File: config.mk
export PLATFORM = sky130hd
export DESIGN_NAME = alu_exec_unit
export DESIGN_NICKNAME = d
export VERILOG_FILES = /design/src/rtl/alu_exec_unit_pkg.sv /design/src/rtl/alu_exec_unit_shift_iter.sv /design/src/rtl/alu_exec_unit.sv
export SDC_FILE = /design/constraint.sdc
export NUM_CORES = 1
export LEC_CHECK = 0
export BUFFER_PORTS_ARGS = -buffer_cell sky130_fd_sc_hd__buf_2
export CORE_UTILIZATION = 45
export CTS_BUF_LIST = sky130_fd_sc_hd__clkbuf_4 sky130_fd_sc_hd__clkbuf_8
export CTS_CLUSTER_DIAMETER = 50
export DETAILED_ROUTE_END_ITERATION = 12
export PLACE_DENSITY = 0.62
export SLEW_MARGIN = 30
export SYNTH_ARGS = -nofsm -noshare
export SYNTH_HDL_FRONTEND = slang
export SYNTH_HIERARCHICAL = 1
export SYNTH_SLANG_ARGS = --single-unit
File: constraint.sdc
create_clock -name clk -period 3.7 [get_ports clk]
set_clock_uncertainty 0.1 [all_clocks]
set_input_delay 0.74 -clock clk [delete_from_list [all_inputs] [get_ports clk]]
set_output_delay 0.74 -clock clk [all_outputs]
set_load 0.02 [all_outputs]
File: src/rtl/alu_exec_unit_pkg.sv
// Shared op codes, widths and FSM state type for the ALU execution unit.
package alu_exec_unit_pkg;

  localparam int unsigned ALU_XLEN = 32;
  localparam int unsigned ALU_SHW  = 5;

  localparam logic [3:0] ALU_ADD  = 4'b0000;
  localparam logic [3:0] ALU_SUB  = 4'b0001;
  localparam logic [3:0] ALU_PASS = 4'b0010;
  localparam logic [3:0] ALU_OR   = 4'b0011;
  localparam logic [3:0] ALU_AND  = 4'b0100;
  localparam logic [3:0] ALU_XOR  = 4'b0101;
  localparam logic [3:0] ALU_SRL  = 4'b0110;
  localparam logic [3:0] ALU_SLL  = 4'b0111;
  localparam logic [3:0] ALU_SRA  = 4'b1000;
  localparam logic [3:0] ALU_SLT  = 4'b1101;
  localparam logic [3:0] ALU_SLTU = 4'b1111;

  typedef enum logic [1:0] {
    S_IDLE  = 2'd0,
    S_SHIFT = 2'd1,
    S_DONE  = 2'd2
  } state_t;

  function automatic logic is_shift(input logic [3:0] op);
    return (op == ALU_SRL) || (op == ALU_SLL) || (op == ALU_SRA);
  endfunction

endpackage

File: src/rtl/alu_exec_unit_shift_iter.sv
// Iterative 1-bit-per-cycle shifter: shift register, latched fill bit
// and shift-amount down-counter.
module alu_shift_iter #(
  parameter int unsigned XLEN = 32,
  parameter int unsigned SHW  = 5
) (
  input  logic            clk,
  input  logic            rst,
  input  logic            load,
  input  logic            step,
  input  logic [XLEN-1:0] data,
  input  logic [SHW-1:0]  amount,
  input  logic            left,
  input  logic            arith,
  output logic [XLEN-1:0] shifted,
  output logic            last
);

  logic [XLEN-1:0] sreg;
  logic [SHW-1:0]  cnt;
  logic            dir_left;
  logic            fill;

  // Load operand/direction/fill on acceptance, then shift and count down.
  always_ff @(posedge clk or posedge rst) begin
    if (rst) begin
      sreg     <= '0;
      cnt      <= '0;
      dir_left <= 1'b0;
      fill     <= 1'b0;
    end else if (load) begin
      sreg     <= data;
      cnt      <= amount;
      dir_left <= left;
      fill     <= arith & data[XLEN-1];
    end else if (step) begin
      sreg <= shifted;
      cnt  <= cnt - SHW'(1);
    end
  end

  // One-step shifted value; the top registers it as the result on the last step.
  always_comb begin
    shifted = dir_left ? {sreg[XLEN-2:0], 1'b0} : {fill, sreg[XLEN-1:1]};
    last    = (cnt == SHW'(1));
  end

endmodule

File: src/rtl/alu_exec_unit.sv
// Multi-cycle ALU execution unit: single-cycle arithmetic/logic/compare,
// iterative shifts, registered result and flags with a done pulse.
module alu_exec_unit
  import alu_exec_unit_pkg::*;
#(
  parameter int unsigned XLEN = ALU_XLEN,
  parameter int unsigned SHW  = ALU_SHW
) (
  input  logic            clk,
  input  logic            rst,
  input  logic            start,
  input  logic [3:0]      sel,
  input  logic [XLEN-1:0] a,
  input  logic [XLEN-1:0] b,
  output logic            busy,
  output logic            done,
  output logic [XLEN-1:0] result,
  output logic            zf,
  output logic            cf,
  output logic            vf,
  output logic            sf
);

  state_t          state;
  logic            accept;
  logic            shift_op;
  logic [SHW-1:0]  shamt;
  logic [XLEN:0]   sum;
  logic [XLEN-1:0] bx;
  logic [XLEN-1:0] alu_res;
  logic            alu_cf;
  logic            alu_vf;
  logic [XLEN-1:0] shifted;
  logic            last;

  assign accept   = start && (state != S_SHIFT);
  assign shift_op = is_shift(sel);
  assign shamt    = b[SHW-1:0];

  alu_shift_iter #(
    .XLEN(XLEN),
    .SHW (SHW)
  ) u_shift (
    .clk    (clk),
    .rst    (rst),
    .load   (accept && shift_op),
    .step   (state == S_SHIFT),
    .data   (a),
    .amount (shamt),
    .left   (sel == ALU_SLL),
    .arith  (sel == ALU_SRA),
    .shifted(shifted),
    .last   (last)
  );

  // Single-cycle datapath and arithmetic flags; unknown codes act as PASS.
  always_comb begin
    bx      = b;
    sum     = '0;
    alu_res = b;
    alu_cf  = 1'b0;
    alu_vf  = 1'b0;
    case (sel)
      ALU_ADD, ALU_SUB: begin
        bx      = (sel == ALU_SUB) ? ~b : b;
        sum     = {1'b0, a} + {1'b0, bx} + {{XLEN{1'b0}}, (sel == ALU_SUB)};
        alu_res = sum[XLEN-1:0];
        alu_cf  = sum[XLEN];
        alu_vf  = (a[XLEN-1] == bx[XLEN-1]) && (sum[XLEN-1] != a[XLEN-1]);
      end
      ALU_OR:   alu_res = a | b;
      ALU_AND:  alu_res = a & b;
      ALU_XOR:  alu_res = a ^ b;
      ALU_SLT:  alu_res = {{(XLEN-1){1'b0}}, ($signed(a) < $signed(b))};
      ALU_SLTU: alu_res = {{(XLEN-1){1'b0}}, (a < b)};
      default:  alu_res = b;
    endcase
  end

  // Control FSM with registered busy/done/result/flags.
  always_ff @(posedge clk or posedge rst) begin
    if (rst) begin
      state  <= S_IDLE;
      busy   <= 1'b0;
      done   <= 1'b0;
      result <= '0;
      zf     <= 1'b0;
      cf     <= 1'b0;
      vf     <= 1'b0;
      sf     <= 1'b0;
    end else begin
      case (state)
        S_IDLE, S_DONE: begin
          done  <= 1'b0;
          busy  <= 1'b0;
          state <= S_IDLE;
          if (start) begin
            if (!shift_op) begin
              result <= alu_res;
              zf     <= (alu_res == '0);
              sf     <= alu_res[XLEN-1];
              cf     <= alu_cf;
              vf     <= alu_vf;
              done   <= 1'b1;
              state  <= S_DONE;
            end else if (shamt == '0) begin
              result <= a;
              zf     <= (a == '0);
              sf     <= a[XLEN-1];
              cf     <= 1'b0;
              vf     <= 1'b0;
              done   <= 1'b1;
              state  <= S_DONE;
            end else begin
              busy  <= 1'b1;
              state <= S_SHIFT;
            end
          end
        end
        S_SHIFT: begin
          if (last) begin
            result <= shifted;
            zf     <= (shifted == '0);
            sf     <= shifted[XLEN-1];
            cf     <= 1'b0;
            vf     <= 1'b0;
            busy   <= 1'b0;
            done   <= 1'b1;
            state  <= S_DONE;
          end
        end
        default: begin
          busy  <= 1'b0;
          done  <= 1'b0;
          state <= S_IDLE;
        end
      endcase
    end
  end

endmodule

==> reports/qor.csv, run 1 <==
stage;metric;value;unit
outcome;status;finished with violations;
outcome;violated checks;setup timing;
detailed_routing;drt pass-1 iters;6;
clock_tree;CTS clk-pin slew, worst paths;90;ps
floorplan;Starting Density;46.2;%
critical_path;RR Endpoint;zf$_DFFE_PP0P_;
critical_path;CP endpoint kind;flop;
logic_synthesis;Mapped Avg Cell Area;8.02;um^2
critical_path;critical path type;in -> reg;
clock_tree;clock buffer depth;2;
critical_path;Cell Chain, Critical Path;buf_8 -> nor4b_4 -> buf_6 -> buf_6 -> clkbuf_16 -> xnor2_2 -> ha_1 -> a21oi_2 -> o21ai_2 -> a32o_2 -> a21o_1 -> a211o_1 -> or2_4 -> mux2_4 -> a21oi_4 -> a2111oi_2 -> a211o_1;
detailed_routing;Vias;11200;
clock_tree;H-tree depth;3;
logic_synthesis;Synth Instances;1223;
critical_path;Levels on crit path;17;
global_routing;vias in the first global route;10400;
critical_path;max incr delay on CP;360;ps
sta;Worst Tran Pin Value;890;ps
floorplan;Core ar.;21200;um^2
clock_tree;clk_lat worst skew;370;ps
logic_synthesis;Post-synth EDFFs;0;
floorplan;# IOs;109;
worst_hold_path;Hold WC Path Type;in -> async;
clock_tree;CTS buffer count;9;
critical_path;Worst R2R Start;u_shift/dir_left$_DFFE_PP0P_;
placement;Area after DPL;12500;um^2
global_routing;first-pass GRT wire length;56900;um
critical_path;Critical Path Start;sel[1];
logic_synthesis;Main synth FF type;dfrtp_1;
sta;fin crit period;4140;ps
power_and_ir_drop;worst vdd ir;0.209;mV
power_and_ir_drop;leakage;6.63;nW
logic_synthesis;top cell type by total area after synthesis;dfrtp_1;
cells_and_area;Ant. Diodes;0;
sta;RSZ-0062 raised after global routing;yes;
logic_synthesis;top cells by area, synth;dfrtp_1, ha_1, a21oi_1, nand2_1, mux2_4;
sta;final worst slack;-436;ps
cells_and_area;share of layout cells above drive strength 1;41.1;%
floorplan;Die ar.;22400;um^2
sta;Hold Fails Final Rpt;0;
detailed_routing;via density per instance;5.96;
cells_and_area;area grow syn2layout;45.9;%
logic_synthesis;synth warn;6;
logic_synthesis;Synth Net Count;1432;
detailed_routing;DR iter-0 viols;880;
logic_synthesis;Cell variety after synth;86;
clock_tree;clock sinks;76;
logic_synthesis;Seq/Total Area, Yosys;19.4;%
power_and_ir_drop;pwr/cell area;375;nW/um^2
detailed_routing;Detailed Route WL;38800;um
clock_tree;hold_buf cts;0;
clock_tree;CTS tree;built;
placement;I/O Buffers;108;
placement;dpl hpwl;28100;um
placement;RePlAce Congestion;0.979;
floorplan;die height;150;um
logic_synthesis;FF+latch count, synth;76;
sta;max_slew headroom;40.7;%
critical_path;Worst path top cell family by delay;compound AO/OA/AOI/OAI gates;
global_routing;initial antenna violation count;0;
sta;Slew Limit Fails;0;
global_routing;GRT Resource Usage Total;32.9;%
placement;pre-CTS setup slack;-840;ps
floorplan;die width;150;um
detailed_routing;DRC Markers;0;
cells_and_area;Post-Layout Cell Count;1877;
critical_path;r2r setup slk;260;ps
floorplan;std cell rows;53;
sta;fmax;0.242;GHz
logic_synthesis;Async SR Flop Fraction;100;%
critical_path;reg2reg path depth;14;
sta;count of final setup violators;18;
global_routing;largest net degree at the start of global routing;65;
critical_path;crit path launch type;input pin;
critical_path;critical path endpoint;result[30]$_DFFE_PP0P_;
placement;dpl cells;1805;
flow_run;MaxCap Viol Count;0;
global_routing;total congestion overflow;0;
logic_synthesis;Yosys top cell area share;19.4;%
detailed_routing;Avg WL per Cell;20.7;um
critical_path;CP Buf/Inv Count;4;
clock_tree;Clock Root Buffer;clkbuf_8;
critical_path;crit path DAT;4280;ps
cells_and_area;Finished Cell Area;14300;um^2
critical_path;CP Data Required Time;3850;ps
critical_path;largest fanout on the critical path;6;
cells_and_area;nets;1806;
detailed_routing;Routed Antenna Nets;0;
critical_path;CP max-delay cell;a211o_1;
sta;Final Cycle Share;112;%
logic_synthesis;synthesized cell area;9810;um^2
==> cell usage after synthesis (5+ instances only) <==
cell type  number
dfrtp_1        76
buf_1           6
a21o_1         10
and3_1          5
o21bai_1        6
clkbuf_1       37
nor2b_1         8
a211o_1         5
ha_1          137
o22ai_1         5
o211ai_1       13
a21oi_2         6
xor2_1         11
a221oi_1       22
and2_1          5
mux2_4         29
o2111ai_1       6
nand2_1       120
buf_4           7
nor4_1         25
o21ai_0        53
nor2_1         99
mux2_2          6
nor3_1         22
a2bb2oi_1       5
a31oi_1        12
a21oi_1       110
o221ai_1        6
mux2i_1        41
buf_2          14
nand2b_1        8
nand4_1        15
nand3_1        14
a211oi_1       24
xnor2_1        44
inv_1          90
o21ai_1        35
==> layout make-up <==
class,count,area [um^2]
Multi-Input combinational cell,986,8350
Fill cell,1688,6900
Timing Repair Buffer,433,3190
Sequential cell,76,1900
Tap cell,275,344
Inverter,91,343
Clock buffer,10,131
Clock inverter,6,65.1
==> routing by layer <==
metal  track usage [%]  vias to the layer above  wire [um]  part of all wire, %
li1                  -                     5172          -                    -
met2              51.4                      601      17600                   45
met1              46.7                     5290      16500                   43
met3              3.35                      120       3200                  8.2
met4              12.0                        0       1560                  4.0
met5                 0                        -          0                    0
==> worst min-delay path by stage <==
stage | startpoint | endpoint
after floorplan | u_shift/fill$_DFFE_PP0P_ | u_shift/fill$_DFFE_PP0P_
after global placement | result[4]$_DFFE_PP0P_ | result[4]$_DFFE_PP0P_
after detailed placement | result[6]$_DFFE_PP0P_ | result[6]$_DFFE_PP0P_
after CTS | rst | result[25]$_DFFE_PP0P_
after global routing | rst | u_shift/sreg[28]$_DFFE_PP0P_
final | rst | result[25]$_DFFE_PP0P_
==> layout by cell type, fill, tap and decap left out, types with 9 or more instances in the layout <==
master    count
inv_1        90
dfrtp_1      75
buf_6        14
xnor2_2      22
a21o_1        9
ha_1        120
a211oi_1     11
clkbuf_8      9
a211oi_2      9
mux2i_1      39
nand4_1      15
xnor2_1      18
buf_2       106
nor2_1       95
mux2_4       30
nor3_1       16
a21oi_2      27
o211ai_1     13
nor4_1       23
a21oi_1      83
a221oi_1     16
nand2_1     115
ha_4         17
o21ai_0      38
nand3_1      11
o21ai_1      41
buf_4       302
==> state kept, by name (all words and copies together), names as in the netlist <==
signal	cells
result	32
u_shift/sreg	32
u_shift/cnt	5
busy	1
cf	1
done	1
u_shift/dir_left	1
u_shift/fill	1
vf	1
zf	1
==> worst min-delay path: cells and delay by family <==
kind / cells / cell delay, ps
buffers and inverters: 3 / 540
==> metrics by stage <==
step | setup TNS, ps | hold WS (ps) | total power, mW | utilization (%)
after CTS | -1310 | 384 | 5.09 | 63.5
after global placement | -13440 | 352 | 4.23 | 58.8
after global routing | -5330 | 409 | 5.70 | 67.5
after detailed placement | -15250 | 374 | 4.28 | 58.8
after floorplan | -467 | 394 | 3.20 | -
final | -3260 | 370 | 5.37 | 67.5
==> logic make-up (layout without fill, tap and decap cells) <==
kind of cell / count (synthesis) / count (layout) / share of synthesized area [%]
and+or+nand+nor: 356 / 356 / 17.5
xor gates and xnor gates: 55 / 55 / 4.91
muxes: 76 / 76 / 9.31
DFF: 76 / 76 / 19.4
adders and majority gates: 138 / 138 / 17.7
buffers and inverters: 161 / 540 / 7.28
AOI/OAI and AO/OA: 361 / 361 / 23.9
==> repair_timing <==
| action | 4_1_cts | 5_1_grt |
|---|---|---|
| setup endpoints to repair | 23 | 25 |
| gates resized for setup | 105 | 108 |
| pin swaps | 65 | 41 |
| cloned | 2 | 1 |
| buffers inserted | 34 | 23 |
==> power by group <==
part	switching [mW]	internal, mW	total [mW]	leakage [nW]
Combinational	1.78	1.53	3.31	5.62
Clock	0.310	0.319	0.629	0.0996
Sequential	0.249	1.18	1.43	0.913
Power figures use the tool's default switching activity.
==> run 2: changes to the inputs <==
- CTS_BUF_LIST: sky130_fd_sc_hd__clkbuf_4 sky130_fd_sc_hd__clkbuf_8 -> default
==> reports/qor.csv, run 2 (synthesis results as in run 1) <==
stage;metric;value;unit;change
flow_run;MaxCap Viol Count;0;;unchanged
power_and_ir_drop;Int Power;3.18;mW;+5.2%
floorplan;die width;150;um;unchanged
clock_tree;CTS tree;built;;
power_and_ir_drop;Comb pwr share;58.5;%;-3.2 points
floorplan;Die ar.;22400;um^2;unchanged
cells_and_area;Post-Layout Cell Count;1864;;-0.69%
sta;Hold Fails Final Rpt;0;;unchanged
sta;fin crit period;4050;ps;-84.4 ps
detailed_routing;Detailed Route WL;37000;um;-4.7%
floorplan;std cell rows;53;;unchanged
placement;RePlAce Congestion;0.979;;unchanged
cells_and_area;Ant. Diodes;0;;unchanged
sta;Slew Limit Fails;0;;unchanged
worst_hold_path;Hold Path Stages;2;;
sta;max_slew headroom;40.2;%;-0.48 points
placement;pre-CTS setup slack;-840;ps;unchanged
sta;count of final setup violators;13;;-5
sta;final worst slack;-351;ps;+84.4 ps
floorplan;die height;150;um;unchanged
clock_tree;clock sinks;76;;unchanged
placement;dpl cells;1805;;unchanged
placement;dpl hpwl;28100;um;unchanged
global_routing;GRT Resource Usage Total;32.8;%;-0.17 points
detailed_routing;Avg WL per Cell;19.8;um;-4.0%
critical_path;critical path type;in -> reg;;
power_and_ir_drop;worst vdd ir;0.268;mV;+28%
cells_and_area;commonest non-fill, non-tap cell in the layout;buf_4;;
global_routing;vias in the first global route;10400;;-0.0096%
clock_tree;H-tree depth;3;;unchanged
global_routing;largest net degree at the start of global routing;65;;unchanged
power_and_ir_drop;Sequential Power Share;25.9;%;-0.7 points
clock_tree;hold_buf cts;0;;unchanged
detailed_routing;via density per instance;5.82;;-2.4%
critical_path;CP Data Required Time;3850;ps;about the same
cells_and_area;area grow syn2layout;43.2;%;
clock_tree;CTS buffer count;9;;unchanged
global_routing;total congestion overflow;0;;unchanged
worst_hold_path;Hold WC Path Type;reg -> reg;;
global_routing;first-pass GRT wire length;56600;um;-0.55%
outcome;status;finished with violations;;
power_and_ir_drop;Clk pwr share;15.5;%;+3.8 points
clock_tree;clock buffer depth;2;;unchanged
sta;fmax;0.247;GHz;+2.1%
critical_path;crit path launch type;input pin;;
detailed_routing;DR iter-0 viols;815;;-7.4%
power_and_ir_drop;switching share of power;42.2;%;-1.4 points
global_routing;GR Layer Usage met3;3.48;%;+0.12 points
placement;I/O Buffers;108;;unchanged
clock_tree;Clock Root Buffer;clkbuf_16;;
floorplan;Core ar.;21200;um^2;unchanged
global_routing;GR peak layer;met2;;
global_routing;M1 GR Usage;46.6;%;-0.080 points
critical_path;reg2reg path depth;14;;unchanged
detailed_routing;drt pass-1 iters;5;;-1
floorplan;# IOs;109;;unchanged
cells_and_area;share of layout cells above drive strength 1;39.5;%;-1.6 points
outcome;violated checks;setup timing;;
power_and_ir_drop;sw power;2.32;mW;-0.71%
global_routing;initial antenna violation count;0;;unchanged
sta;Fin Hold WS;380;ps;+9.62 ps
power_and_ir_drop;leakage;6.51;nW;-1.8%
global_routing;met2 GRT Util;50.1;%;-1.3 points
clock_tree;CTS clk-pin slew, worst paths;60;ps;-30 ps
clock_tree;clk_lat worst skew;340;ps;-30 ps
critical_path;largest fanout on the critical path;10;;+4
sta;RSZ-0062 raised after global routing;yes;;
critical_path;crit path DAT;4200;ps;-80 ps
sta;Worst Tran Pin Value;897;ps;+7.27 ps
detailed_routing;Routed Antenna Nets;0;;unchanged
critical_path;CP endpoint kind;flop;;
detailed_routing;DRC Markers;0;;unchanged
cells_and_area;nets;1793;;-0.72%
floorplan;Starting Density;46.2;%;unchanged
sta;Final Cycle Share;109;%;-2.3 points
detailed_routing;Vias;10800;;-3.0%
cells_and_area;largest registers;result x32, u_shift/sreg x32, u_shift/cnt x5;;
power_and_ir_drop;pwr/cell area;392;nW/um^2;+4.5%
cells_and_area;most frequent cells in the layout;buf_4, ha_1, nand2_1;;
-- run 2: cell types whose count changed in the layout (fill, tap and decap cells not counted), moves of 4 or more --
cell,delta
ha_1,+8
a21oi_2,+6
clkbuf_8,-9
xnor2_2,-9
xnor2_1,+10
ha_4,-10
buf_4,-8
clkbuf_16,+8
a21oi_1,-4
-- run 2: final timing paths --
check / to / slack, ps / start
setup reg to reg: zf$_DFFE_PP0P_ / 240 / u_shift/dir_left$_DFFE_PP0P_
hold / removal: result[4]$_DFFE_PP0P_ / 380 / result[4]$_DFFE_PP0P_
hold reg to reg: result[4]$_DFFE_PP0P_ / 380 / result[4]$_DFFE_PP0P_
setup / recovery: zf$_DFFE_PP0P_ / -350 / sel[3]
min in group asynchronous: result[25]$_DFFE_PP0P_ / 400 / rst
max in group asynchronous: u_shift/dir_left$_DFFE_PP0P_ / 2710 / rst
-- run 2: critical path, cell delays in order --
cell	delay, ps
buf_6	100
nor4b_4	300
buf_6	190
buf_12	170
xnor2_2	90
ha_1	350
a21oi_2	180
o21ai_1	100
a32o_1	290
a21o_1	220
a211o_1	310
or2_4	260
mux2_4	320
a21oi_4	190
o211ai_1	130
o32ai_2	260
-- run 2: stage by stage --
step / area (um^2) / TNS, ps / power [mW] / util [%]
4_1_cts: 13600 / -1370 / 5.33 / 63.9
3_5_place_dp: 12500 / -15250 / 4.28 / 58.8
2_1_floorplan: 9920 / -467 / 3.20 / -
3_3_place_gp: 12500 / -13440 / 4.23 / 58.8
5_1_grt: 14100 / -4670 / 5.86 / 66.2
6_report: 14100 / -2330 / 5.51 / 66.2
-- run 2: repair_timing --
action,in CTS,in global routing
buffers inserted,29,16
endpoints found under the hold margin,0,0
gates cloned,1,0
pin swaps,61,56
resized for setup,111,76
endpoints found under the setup margin,23,25
-- run 2: per-layer routing --
metal	vias to the layer above	wire length (um)
met1	5137	16500
met4	0	1540
li1	5146	-
met5	-	0
met2	460	16300
met3	100	2640
-- run 2: power groups by stage --
stage               logic (mW)  registers [mW]  clock network (mW)
global placement          2.80            1.43                   0
global route              3.47            1.49               0.907
detailed placement        2.85            1.44                   0
finish                    3.22            1.43               0.856
CTS                       3.03            1.43               0.867
floorplan                 1.63            1.57                   0
-- run 2: final cells by class --
type / instances / area, um^2
Clock inverter: 6 / 65.1
Timing Repair Buffer: 420 / 3020
Sequential cell: 76 / 1900
Fill cell: 1742 / 7170
Multi-Input combinational cell: 986 / 8150
Tap cell: 275 / 344
Clock buffer: 10 / 229
Inverter: 91 / 343
